[config.mk]
export PLATFORM = sky130hd
export DESIGN_NAME = ram_8x8
export DESIGN_NICKNAME = d
export VERILOG_FILES = /design/src/rtl/ram_8x8_pkg.sv /design/src/rtl/ram_8x8_rd_port.sv /design/src/rtl/ram_8x8.sv
export SDC_FILE = /design/constraint.sdc
export NUM_CORES = 1
export LEC_CHECK = 0
export ABC_AREA = 1
export ABC_CLOCK_PERIOD_IN_PS = 2830
export CORE_MARGIN = 10
export CORE_UTILIZATION = 30
export CTS_CLUSTER_SIZE = 40
export DETAILED_ROUTE_END_ITERATION = 8
export DONT_BUFFER_PORTS = 1
export HOLD_SLACK_MARGIN = 0.02
export PLACE_DENSITY = 0.49
export RECOVER_POWER = 50
export SYNTH_ARGS = -nofsm -noshare
export SYNTH_HDL_FRONTEND = slang
export SYNTH_HIERARCHICAL = 1
export SYNTH_SLANG_ARGS = --single-unit
[constraint.sdc]
create_clock -name clk -period 2.83 [get_ports clk]
set_input_delay 0.4245 -clock clk [delete_from_list [all_inputs] [get_ports clk]]
set_output_delay 0.4245 -clock clk [all_outputs]
set_load 0.1 [all_outputs]
[src/rtl/ram_8x8_pkg.sv]
// ram_8x8_pkg: shared constants and types for the 8x8 simple dual-port RAM.
//   DATA_W - data width in bits
//   ADDR_W - address width in bits
//   DEPTH  - number of words, always 2**ADDR_W
package ram_8x8_pkg;

    localparam int unsigned DATA_W = 8;
    localparam int unsigned ADDR_W = 3;
    localparam int unsigned DEPTH  = 2 ** ADDR_W;

    typedef logic [DATA_W-1:0] data_t;
    typedef logic [ADDR_W-1:0] addr_t;

    // Whole storage array as one packed value so it can cross a port boundary.
    typedef data_t [DEPTH-1:0] mem_t;

endpackage : ram_8x8_pkg

[src/rtl/ram_8x8_rd_port.sv]
// ram_8x8_rd_port: read mux, optional write-first bypass, and data_out register.
// Optional feature macro: RAM_8X8_BYPASS_EN (same-edge, same-address read returns
// the data being written; without it the pre-write contents are returned).
// Ports:
//   clk      - clock, rising edge
//   rst      - asynchronous active-high reset, clears data_out
//   mem      - current storage contents from the top
//   rd_enb   - read enable; data_out holds when low
//   rd_addr  - read address
//   wr_enb   - write enable (bypass build only)
//   wr_addr  - write address (bypass build only)
//   data_in  - write data (bypass build only)
//   data_out - registered read data
module ram_8x8_rd_port
    import ram_8x8_pkg::*;
(
    input  logic  clk,
    input  logic  rst,
    input  mem_t  mem,
    input  logic  rd_enb,
    input  addr_t rd_addr,
`ifdef RAM_8X8_BYPASS_EN
    input  logic  wr_enb,
    input  addr_t wr_addr,
    input  data_t data_in,
`endif
    output data_t data_out
);

    data_t rd_data_c;

    // Select the addressed word; forward the incoming write when it targets it.
    always_comb begin
        rd_data_c = mem[rd_addr];
`ifdef RAM_8X8_BYPASS_EN
        if (wr_enb && (wr_addr == rd_addr)) begin
            rd_data_c = data_in;
        end
`endif
    end

    // Output register: updates only on an enabled read, otherwise holds.
    always_ff @(posedge clk or posedge rst) begin
        if (rst) begin
            data_out <= '0;
        end else if (rd_enb) begin
            data_out <= rd_data_c;
        end
    end

endmodule : ram_8x8_rd_port

[src/rtl/ram_8x8.sv]
// ram_8x8: 8-entry x 8-bit simple dual-port RAM, synchronous write,
// registered read with one cycle of latency.
// Optional feature macro: RAM_8X8_BYPASS_EN (write-first forwarding on a
// same-edge, same-address read and write).
// Ports:
//   clk      - clock, all state updates on the rising edge
//   rst      - asynchronous active-high reset, clears memory and data_out
//   wr_enb   - write enable
//   wr_addr  - write address
//   data_in  - write data
//   rd_enb   - read enable
//   rd_addr  - read address
//   data_out - registered read data
module ram_8x8
    import ram_8x8_pkg::*;
(
    input  logic  clk,
    input  logic  rst,
    input  logic  wr_enb,
    input  addr_t wr_addr,
    input  data_t data_in,
    input  logic  rd_enb,
    input  addr_t rd_addr,
    output data_t data_out
);

    mem_t              mem;
    logic [DEPTH-1:0]  wr_sel_c;

    // Write decoder: one-hot word select, all zero when writes are disabled.
    always_comb begin
        wr_sel_c = '0;
        for (int unsigned i = 0; i < DEPTH; i++) begin
            wr_sel_c[i] = wr_enb && (wr_addr == ADDR_W'(i));
        end
    end

    // Storage array: async-clearable flops, one word updated per write.
    always_ff @(posedge clk or posedge rst) begin
        if (rst) begin
            mem <= '0;
        end else begin
            for (int unsigned i = 0; i < DEPTH; i++) begin
                if (wr_sel_c[i]) begin
                    mem[i] <= data_in;
                end
            end
        end
    end

    // Read side sees the pre-edge array, giving read-old behaviour by default.
    ram_8x8_rd_port u_rd_port (
        .clk      (clk),
        .rst      (rst),
        .mem      (mem),
        .rd_enb   (rd_enb),
        .rd_addr  (rd_addr),
`ifdef RAM_8X8_BYPASS_EN
        .wr_enb   (wr_enb),
        .wr_addr  (wr_addr),
        .data_in  (data_in),
`endif
        .data_out (data_out)
    );

endmodule : ram_8x8

==> results.yml, run 1 <==
status:
  status: "finished with violations"
  violations: "max-capacitance violations, max-slew violations"
die:
  die_h_um: 130
  die_x_um: 130
  rows: 40
  io_pins: 26
  core_area_um2: 12000
  start_util_pct: 30.5
  die_area_um2: 17000
placed_design:
  placed_area_um2: 3690
  place_hpwl_mm: 6.97
  io_buffers: 0
  gp_congestion: 0.787
min_path:
  hold_depth: 2
  whs_endpoint: "mem[41]$_DFFE_PP0P_"
  min-delay-path-class: "in2reg"
  hold_start: "data_in[1]"
sta:
  fmax_ghz: 0.588
  holdWs_ns: 0.197
  fin_crit_sh_pct: 60.1
  report.final.slew_viol_count: 65
  finalClockSkew_ns: 0.00822
  hold_viol_final: 0
  min_period_ns: 1.70
  rsz0062_at_grt: "false"
  tightest_slew_ns: 1.65
  maxSlewHeadroom_pct: -9.87
  setup_tns_ns: 0
  finalSetupViolations: 0
final_layout:
  num_antenna_cells: 0
  layout-drive-gt1-share_pct: 4.13
  finalInstanceArea_um2: 4000
  utilization_pct: 33.4
  fillCellCount: 1298
  nNetsFinal: 521
  area_growth_pct: 9.49
synth:
  synthMuxAreaShare_pct: 0
  synthSimpleGateAreaFrac_pct: 40.0
  synthesis.area_um2: 3650
  synth_cells: 513
  yosys_warnings: 6
  synthAdderAreaFrac_pct: 0
  yosys-top-cells-area: "dfrtp_1 49%, nand2_1 28%, nand3_1 11%"
  yosysSeqAreaShare_pct: 49.3
  synth_compound_area_share_pct: 0
  synthesis.nets: 531
  synth_largest_area_cell: "dfrtp_1"
  synth_seq_cells: 72
  yosys.area.top_type_share_pct: 49.3
  synth.distinct_cells: 13
  syn_avg_cell_area_um2: 7.12
  synth_top_family_by_area: "simple AND/OR/NAND/NOR gates"
  synth-xor-area-share_pct: 0
critical_path:
  cp.required_ns: 2.41
  rrSetupSlack_ns: 1.59
  path_max_fanout: 2
  crit_path_end_kind: "primary output"
  cp-start-kind: "flop"
  worstRegToRegCells: 2
  crit_type: "reg2out"
  startpoint: "u_rd_port/data_out[2]$_DFFE_PP0P_"
  critPathArrivalTime_ns: 1.27
  rr_endpoint: "u_rd_port/data_out[5]$_DFFE_PP0P_"
  r2r-start: "u_rd_port/data_out[5]$_DFFE_PP0P_"
  cp.depth: 0
clocking:
  clk_pin_slew_ns: 0.06
  post_cts_buffers: 0
  clk_path_buf_depth: 2
  cts_root_buf: "clkbuf_16"
  numClockSinks: 72
  htreeDepth: 3
  tritoncts: "yes"
  clock_latency_ns: 0.34
  numCtsBuffers: 9
run:
  drv_cap: 1
routing:
  dr.pass1.iters: 5
  vias: 3046
  wl_per_cell_um: 15.8
  ant_nets: 0
  drtIter0Drc: 225
  drc: 0
  vias_per_cell: 4.65
  routed_wirelength_mm: 10.4
power:
  p_leak_nw: 2.23
  pwr_density_cell_nw_per_um2: 755
  irDropWorstVdd_mv: 0.310
  fin_total_pwr_mw: 3.02
global_routing:
  grt_max_degree: 65
  first_global_vias: 2916
  grt_pass1_wl_mm: 16.7
  grt_antenna_before_repair: 0
  gr-total-overflow: 0
  grt_usage_pct: 13.2
[cells in the mapped netlist]
library cell,instances
inv_1,58
nand3_1,80
clkbuf_1,7
buf_6,5
dfrtp_1,72
buf_4,6
buf_2,6
nand2_1,269
inv_6,1
inv_4,1
nor2_2,2
nor2_1,4
nor2_4,2
[worst max-delay path by stage]
stage                     endpoint  slack [ns]
2_1_floorplan   mem[0]$_DFFE_PP0P_        0.81
4_1_cts                data_out[4]        1.11
3_3_place_gp   mem[34]$_DFFE_PP0P_        1.15
5_1_grt         mem[1]$_DFFE_PP0P_        0.96
6_report               data_out[2]        1.13
3_5_place_dp   mem[34]$_DFFE_PP0P_        1.13
[layout by cell type (no fill, tap or decap), drive strengths merged]
| cell type | count |
|---|---|
| buf | 1 |
| bufinv | 1 |
| nor2 | 8 |
| inv | 60 |
| nand2 | 269 |
| clkbuf | 14 |
| dlygate4sd3 | 1 |
| dfrtp | 72 |
| nand3 | 80 |
| clkinv | 2 |
[sequential cells by signal, summed over array words and instances (netlist names)]
| name | cells |
|---|---|
| mem | 64 |
| u_rd_port/data_out | 8 |
[where the power goes]
part / internal [mW] / total (mW) / leakage (nW) / switching, mW
logic: 0.152 / 0.414 / 1.17 / 0.261
clock network: 0.728 / 1.15 / 0.150 / 0.427
registers: 1.22 / 1.45 / 0.904 / 0.234
[per-layer routing]
| metal | vias up | global-route usage [%] | wire length [um] |
|---|---|---|---|
| li1 | 1525 | - | - |
| met1 | 1449 | 17.7 | 4950 |
| met3 | 8 | 4.38 | 646 |
| met2 | 64 | 19.4 | 4630 |
| met5 | - | 0 | 0 |
| met4 | 0 | 4.32 | 151 |
[area by class of cell]
type	instances	area (um2)	share of cell area, %
repair buffers	3	22.5	0.563
multi-input cells	357	1460	36.5
clock buffers	13	260	6.51
flip-flops and latches	72	1800	45.1
clock inverters	3	40.0	1.00
inverters	60	233	5.82
well taps	147	184	4.60
[logic make-up after synthesis]
family	after synthesis
simple gates	357
buf+inv	84
flops	72
[through the flow]
stage	setup slack (ns)	cells
floorplan	0.807	513
global placement	1.15	638
detailed placement	1.13	638
CTS	1.11	655
global route	0.960	655
finish	1.13	655
[repair_timing]
item / CTS / global route
hold buffers: 1 / 0
hold endpoints to repair: 8 / 0
gates resized for setup: 0 / 0
Power figures use the tool's default switching activity.
==> run 2: changes to the inputs <==
- ABC_CLOCK_PERIOD_IN_PS: 2830 -> 1400
- PLACE_DENSITY: 0.49 -> 0.5
- clock period: 2.83 -> 1.4 ns (I/O delays scaled with it)
==> run 2 against run 1 <==
Against the previous run:
- the flow now finishes without violations
- register-to-register slack got worse by 1.3 ns
- count of clock-buffer cells in the layout fell by 2
- first-iteration DRC count rose by 2.7%
- highest routed layer unchanged
- clock skew rose by 0.0038 ns
- routed wire length rose by 5.8%
- non-clock buffer count rose by 23
- clock power rose by 150%
- largest cell class unchanged
- via count rose by 3.3%
- sequential share of layout area fell by 2.9 points
- sequential cell count did not move
- critical path type unchanged
- utilization rose by 2.3 points
==> results.yml, run 2 (synthesized netlist as in run 1, its figures left out) <==
clocking:
  clk_path_buf_depth: 2
  numClockSinks: 72
  post_cts_buffers: 0
  tritoncts: "yes"
  numCtsBuffers: 9
  htreeDepth: 3
  cts_resized: 0
  clk_pin_slew_ns: 0.05
  cts_root_buf: "clkbuf_16"
  cts_hold_buf: 9
  clock_latency_ns: 0.34
critical_path:
  critPathArrivalTime_ns: 0.99
  cp.required_ns: 1.19
  r2r-start: "mem[44]$_DFFE_PP0P_"
  critPathBufInv: 1
  path_cells: "buf_4"
  worstRegToRegCells: 6
  crit_type: "reg2out"
  cp.depth: 1
  crit_family: "flip-flops"
  cp-start-kind: "flop"
  critPathSlowestCell: "dfrtp_1"
  crit_path_end_kind: "primary output"
  path_max_fanout: 2
  cp_slowest_stage_delay_ns: 0.36
  startpoint: "u_rd_port/data_out[7]$_DFFE_PP0P_"
power:
  irDropWorstVdd_mv: 0.749
  fin_total_pwr_mw: 6.77
  p_leak_nw: 2.36
  pwr_density_cell_nw_per_um2: 1590
final_layout:
  num_antenna_cells: 0
  finalInstanceArea_um2: 4270
  area_growth_pct: 16.9
  nNetsFinal: 544
  largest_reg_flops: 64
  largest_registers: "mem (64), u_rd_port/data_out (8)"
  fillCellCount: 1281
  final_cell_mix: "269 x nand2_1, 80 x nand3_1, 72 x dfrtp_1"
  layout-drive-gt1-share_pct: 7.16
  fin_cells: 678
  final_common_cell: "nand2_1"
  largest_register: "mem"
sta:
  maxSlewHeadroom_pct: 59.6
  fmax_ghz: 0.833
  min_period_ns: 1.20
  finalSetupViolations: 0
  finalClockSkew_ns: 0.0120
  report.final.slew_viol_count: 0
  fin_crit_sh_pct: 85.8
  tightest_slew_ns: 0.607
  rsz0062_at_grt: "false"
  hold_viol_final: 0
  setup_tns_ns: 0
routing:
  ant_nets: 0
  dr.pass1.iters: 5
  drc: 0
  wl_per_cell_um: 16.2
  vias: 3147
  routed_wirelength_mm: 11.0
  drtIter0Drc: 231
  vias_per_cell: 4.64
die:
  rows: 40
  die_h_um: 130
  start_util_pct: 30.5
  core_area_um2: 12000
  die_area_um2: 17000
  die_x_um: 130
  io_pins: 26
global_routing:
  first_global_vias: 3094
  gr-total-overflow: 0
  grt_pass1_wl_mm: 17.5
  grt_max_degree: 65
  grt_antenna_before_repair: 0
  grt_usage_pct: 13.7
placed_design:
  io_buffers: 0
  dp_cells: 653
  gp_congestion: 0.794
  place_hpwl_mm: 7.13
  placed_area_um2: 3830
min_path:
  min-delay-path-class: "in2reg"
  hold_start: "rd_enb"
  hold_depth: 2
run:
  drv_cap: 0
status:
  status: "complete, no violations"
-- run 2: cell types whose count changed in the layout (fill, tap and decap cells not counted), sizes merged --
cell / change
inv: -1
buf: +15
clkinv: -2
dlygate4sd3: +8
clkinvlp: +2
bufinv: +3
clkbuf: -2
-- run 2: final timing paths --
path / end / slack (ns)
max: data_out[7] / 0.20
min: u_rd_port/data_out[5]$_DFFE_PP0P_ / 0.03
max reg2reg: u_rd_port/data_out[4]$_DFFE_PP0P_ / 0.33
min reg2reg: mem[61]$_DFFE_PP0P_ / 0.47
max in group asynchronous: mem[18]$_DFFE_PP0P_ / 0.41
min in group asynchronous: u_rd_port/data_out[7]$_DFFE_PP0P_ / 0.35
-- run 2: cell type report --
cell class / instances / area [um2] / area share, %
Timing Repair Buffer: 26 / 219 / 5.13
Inverter: 60 / 236 / 5.54
Tap cell: 147 / 184 / 4.31
Multi-Input combinational cell: 357 / 1460 / 34.1
Clock buffer: 11 / 243 / 5.69
Clock inverter: 5 / 128 / 2.99
Sequential cell: 72 / 1800 / 42.2
-- run 2: per-layer routing --
layer | routed length, um | up-vias | global-route usage, %
met1 | 5190 | 1474 | 18.1
met4 | 230 | 0 | 5.49
met2 | 4920 | 88 | 21.1
met5 | 0 | - | 0
met3 | 643 | 13 | 3.45
li1 | - | 1572 | -
-- run 2: per-stage QoR --
stage                     setup WS, ns  hold slack [ns]  utilization (%)
after floorplan                  0.244           0.0257                -
after global placement           0.315           0.0512             32.1
after detailed placement         0.304           0.0676             32.1
after CTS                        0.181           0.0201             35.9
after global routing             0.126           0.0377             35.7
final                            0.199           0.0308             35.7
-- run 2: power breakdown --
group | internal, mW | switching, mW | total [mW]
logic | 0.378 | 0.867 | 1.25
clock network | 1.97 | 0.890 | 2.86
registers | 2.46 | 0.200 | 2.66
total | 4.81 | 1.96 | 6.77
-- run 2: worst reg2reg max path, delay by kind of cell, from the launching register on --
| family | cells | cell delay [ns] |
|---|---|---|
| flops | 1 | 0.37 |
| buf+inv | 1 | 0.05 |
| simple gates | 5 | 0.52 |
==> run 3: changes to the inputs <==
- PLACE_DENSITY: 0.5 -> default
- SYNTH_HIERARCHICAL: 1 -> default
==> run 3 against run 2 <==
Against the previous run:
- die area down 5.5%
- utilization up 0.39 points
- global-route usage down 2.3 points
- hold slack worse by 0.0032 ns
- largest power group is now registers
- critical endpoint is now data_out[4]
- sequential share of layout area up 3.3 points
- final cell count down 11%
- combinational power down 9%
- sequential cell count unchanged
- clock power down 26%
==> results.yml, run 3 <==
clocking:
  clk_path_buf_depth: 2
  numCtsBuffers: 9
  tritoncts: "yes"
  clock_latency_ns: 0.33
  cts_root_buf: "clkbuf_16"
  cts_resized: 0
  clk_pin_slew_ns: 0.06
  numClockSinks: 72
  htreeDepth: 3
global_routing:
  grt_antenna_before_repair: 0
  grt_max_degree: 37
  gr-total-overflow: 0
  grt_usage_pct: 11.4
  first_global_vias: 2777
  grt_pass1_wl_mm: 14.7
final_layout:
  largest_register: "mem"
  area_growth_pct: 16.0
  final_common_cell: "nand2_1"
  layout-drive-gt1-share_pct: 7.54
  finalInstanceArea_um2: 3960
  largest_registers: "mem (64), u_rd_port.data_out (8)"
  num_antenna_cells: 0
  largest_reg_flops: 64
  nNetsFinal: 477
  final_cell_mix: "167 x nand2_1, 72 x dfrtp_1, 64 x inv_1, 64 x o21ai_0, 49 x nand3_1"
routing:
  wl_per_cell_um: 14.4
  drc: 0
  vias: 2829
  drtIter0Drc: 294
  routed_wirelength_mm: 8.70
  vias_per_cell: 4.68
  dr.pass1.iters: 5
  ant_nets: 0
synth:
  yosys-top-cells-area: "dfrtp_1 53%, nand2_1 18%, o21ai_0 9.4%"
  synthesis.nets: 460
  yosys_warnings: 0
  synth.distinct_cells: 12
  yosysSeqAreaShare_pct: 52.8
  synthesis.area_um2: 3410
  synth_largest_area_cell: "dfrtp_1"
  synth_cells: 442
  syn_avg_cell_area_um2: 7.73
  synth.most_common_cell: "nand2_1"
  synth_seq_cells: 72
  synthArstFlopShare_pct: 100
  synth_ff_type: "dfrtp_1"
  yosys.area.top_type_share_pct: 52.8
  ys_top_cells_by_count: "167 x nand2_1, 72 x dfrtp_1, 65 x inv_1"
  synth_edf_count: 0
placed_design:
  gp_congestion: 0.848
  place_hpwl_mm: 5.86
  io_buffers: 0
  placed_area_um2: 3590
critical_path:
  path_cells: "buf_4"
  worstRegToRegCells: 6
  rrSetupSlack_ns: 0.41
  critPathArrivalTime_ns: 0.98
  startpoint: "u_rd_port.data_out[4]$_DFFE_PP0P_"
  crit_path_end_kind: "primary output"
  path_max_fanout: 2
  cp-start-kind: "flop"
  cp_slowest_stage_delay_ns: 0.36
  r2r-start: "mem[51]$_DFFE_PP0P_"
  crit_type: "reg2out"
  cp.required_ns: 1.19
  crit_family: "flip-flops"
  critPathBufInv: 1
  rr_endpoint: "u_rd_port.data_out[3]$_DFFE_PP0P_"
  critPathSlowestCell: "dfrtp_1"
min_path:
  hold_depth: 2
  whs_endpoint: "u_rd_port.data_out[5]$_DFFE_PP0P_"
  min-delay-path-class: "in2reg"
  hold_start: "rd_enb"
die:
  start_util_pct: 31.1
  rows: 38
  die_h_um: 127
  core_area_um2: 11000
  die_x_um: 127
  io_pins: 26
  die_area_um2: 16000
sta:
  tightest_slew_ns: 0.617
  finalSetupViolations: 0
  min_period_ns: 1.19
  finalClockSkew_ns: 0.00359
  maxSlewHeadroom_pct: 58.8
  hold_viol_final: 0
  rsz0062_at_grt: "false"
  fmax_ghz: 0.837
  report.final.slew_viol_count: 0
  setup_tns_ns: 0
  fin_crit_sh_pct: 85.3
status:
  status: "complete, no violations"
power:
  fin_total_pwr_mw: 5.90
  p_leak_nw: 2.04
  pwr_density_cell_nw_per_um2: 1490
  irDropWorstVdd_mv: 0.878
run:
  drv_cap: 0
[run 3: cell types whose count changed after synthesis, moves of 2 or more]
cell	previous run	this run
buf_2	6	8
nor2_2	2	0
o21ai_0	0	64
nand3_1	80	49
inv_1	58	65
nand2_1	269	167
clkbuf_1	7	3
buf_4	6	4
[run 3: cells by family (layout without fill, tap and decap cells)]
family          after synthesis  count (layout)  share of synthesized area (%)
compound gates               64              64                           9.38
simple gates                221             221                           26.7
flops                        72              72                           52.8
buf+inv                      85             107                           11.2
[run 3: final cells by class]
cell class / instances / area (um2)
clock buffer: 10 / 239
clock inverter: 6 / 35.0
fill: 1130 / 7020
inverter: 65 / 248
multi-input combinational: 285 / 1230
sequential: 72 / 1800
tap: 140 / 175
timing repair buffer: 26 / 233
[run 3: report_power, final]
group	leakage, nW	switching (mW)	internal, mW
Combinational	1.00	0.775	0.369
Clock	0.134	0.875	1.23
Sequential	0.901	0.185	2.47
[run 3: metrics by stage]
| stage | util [%] | hold WS [ns] | std cells | worst slack (ns) |
|---|---|---|---|---|
| CTS | 36.1 | 0.0233 | 604 | 0.190 |
| detailed placement | 32.7 | 0.156 | 578 | 0.231 |
| floorplan | - | 0.331 | 442 | 0.244 |
| finish | 36.1 | 0.0276 | 604 | 0.206 |
| global route | 36.1 | 0.0304 | 604 | 0.164 |
| global placement | 32.7 | 0.156 | 578 | 0.213 |
[run 3: routing by layer]
layer | vias to the layer above | global-route usage, % | share of wire (%)
li1 | 1400 | - | -
met1 | 1340 | 14.8 | 46
met2 | 79 | 17.0 | 45
met3 | 10 | 4.16 | 7.6
met4 | 0 | 3.95 | 1.6
met5 | - | 0 | 0
[run 3: how the worst max path moves through the flow]
stage                                   endpoint  slack (ns)  cells past startpoint
2_1_floorplan  u_rd_port.data_out[0]$_DFFE_PP0P_        0.24                      2
3_3_place_gp                 mem[37]$_DFFE_PP0P_        0.21                      4
3_5_place_dp                 mem[55]$_DFFE_PP0P_        0.23                      4
4_1_cts                              data_out[6]        0.19                      1
5_1_grt                              data_out[6]        0.16                      1
6_report                             data_out[4]        0.21                      1
[run 3: worst reg2reg max path: stages, from the launching register on]
cell	delay, ns
dfrtp_1	0.38
inv_1	0.06
nand2_1	0.04
nand3_1	0.08
nand3_1	0.10
nand3_1	0.16
nand2_1	0.07
[run 3: timing repair]
action	CTS	global route
hold endpoints to repair	31	0
setup buffers	0	0
hold buffers	10	0
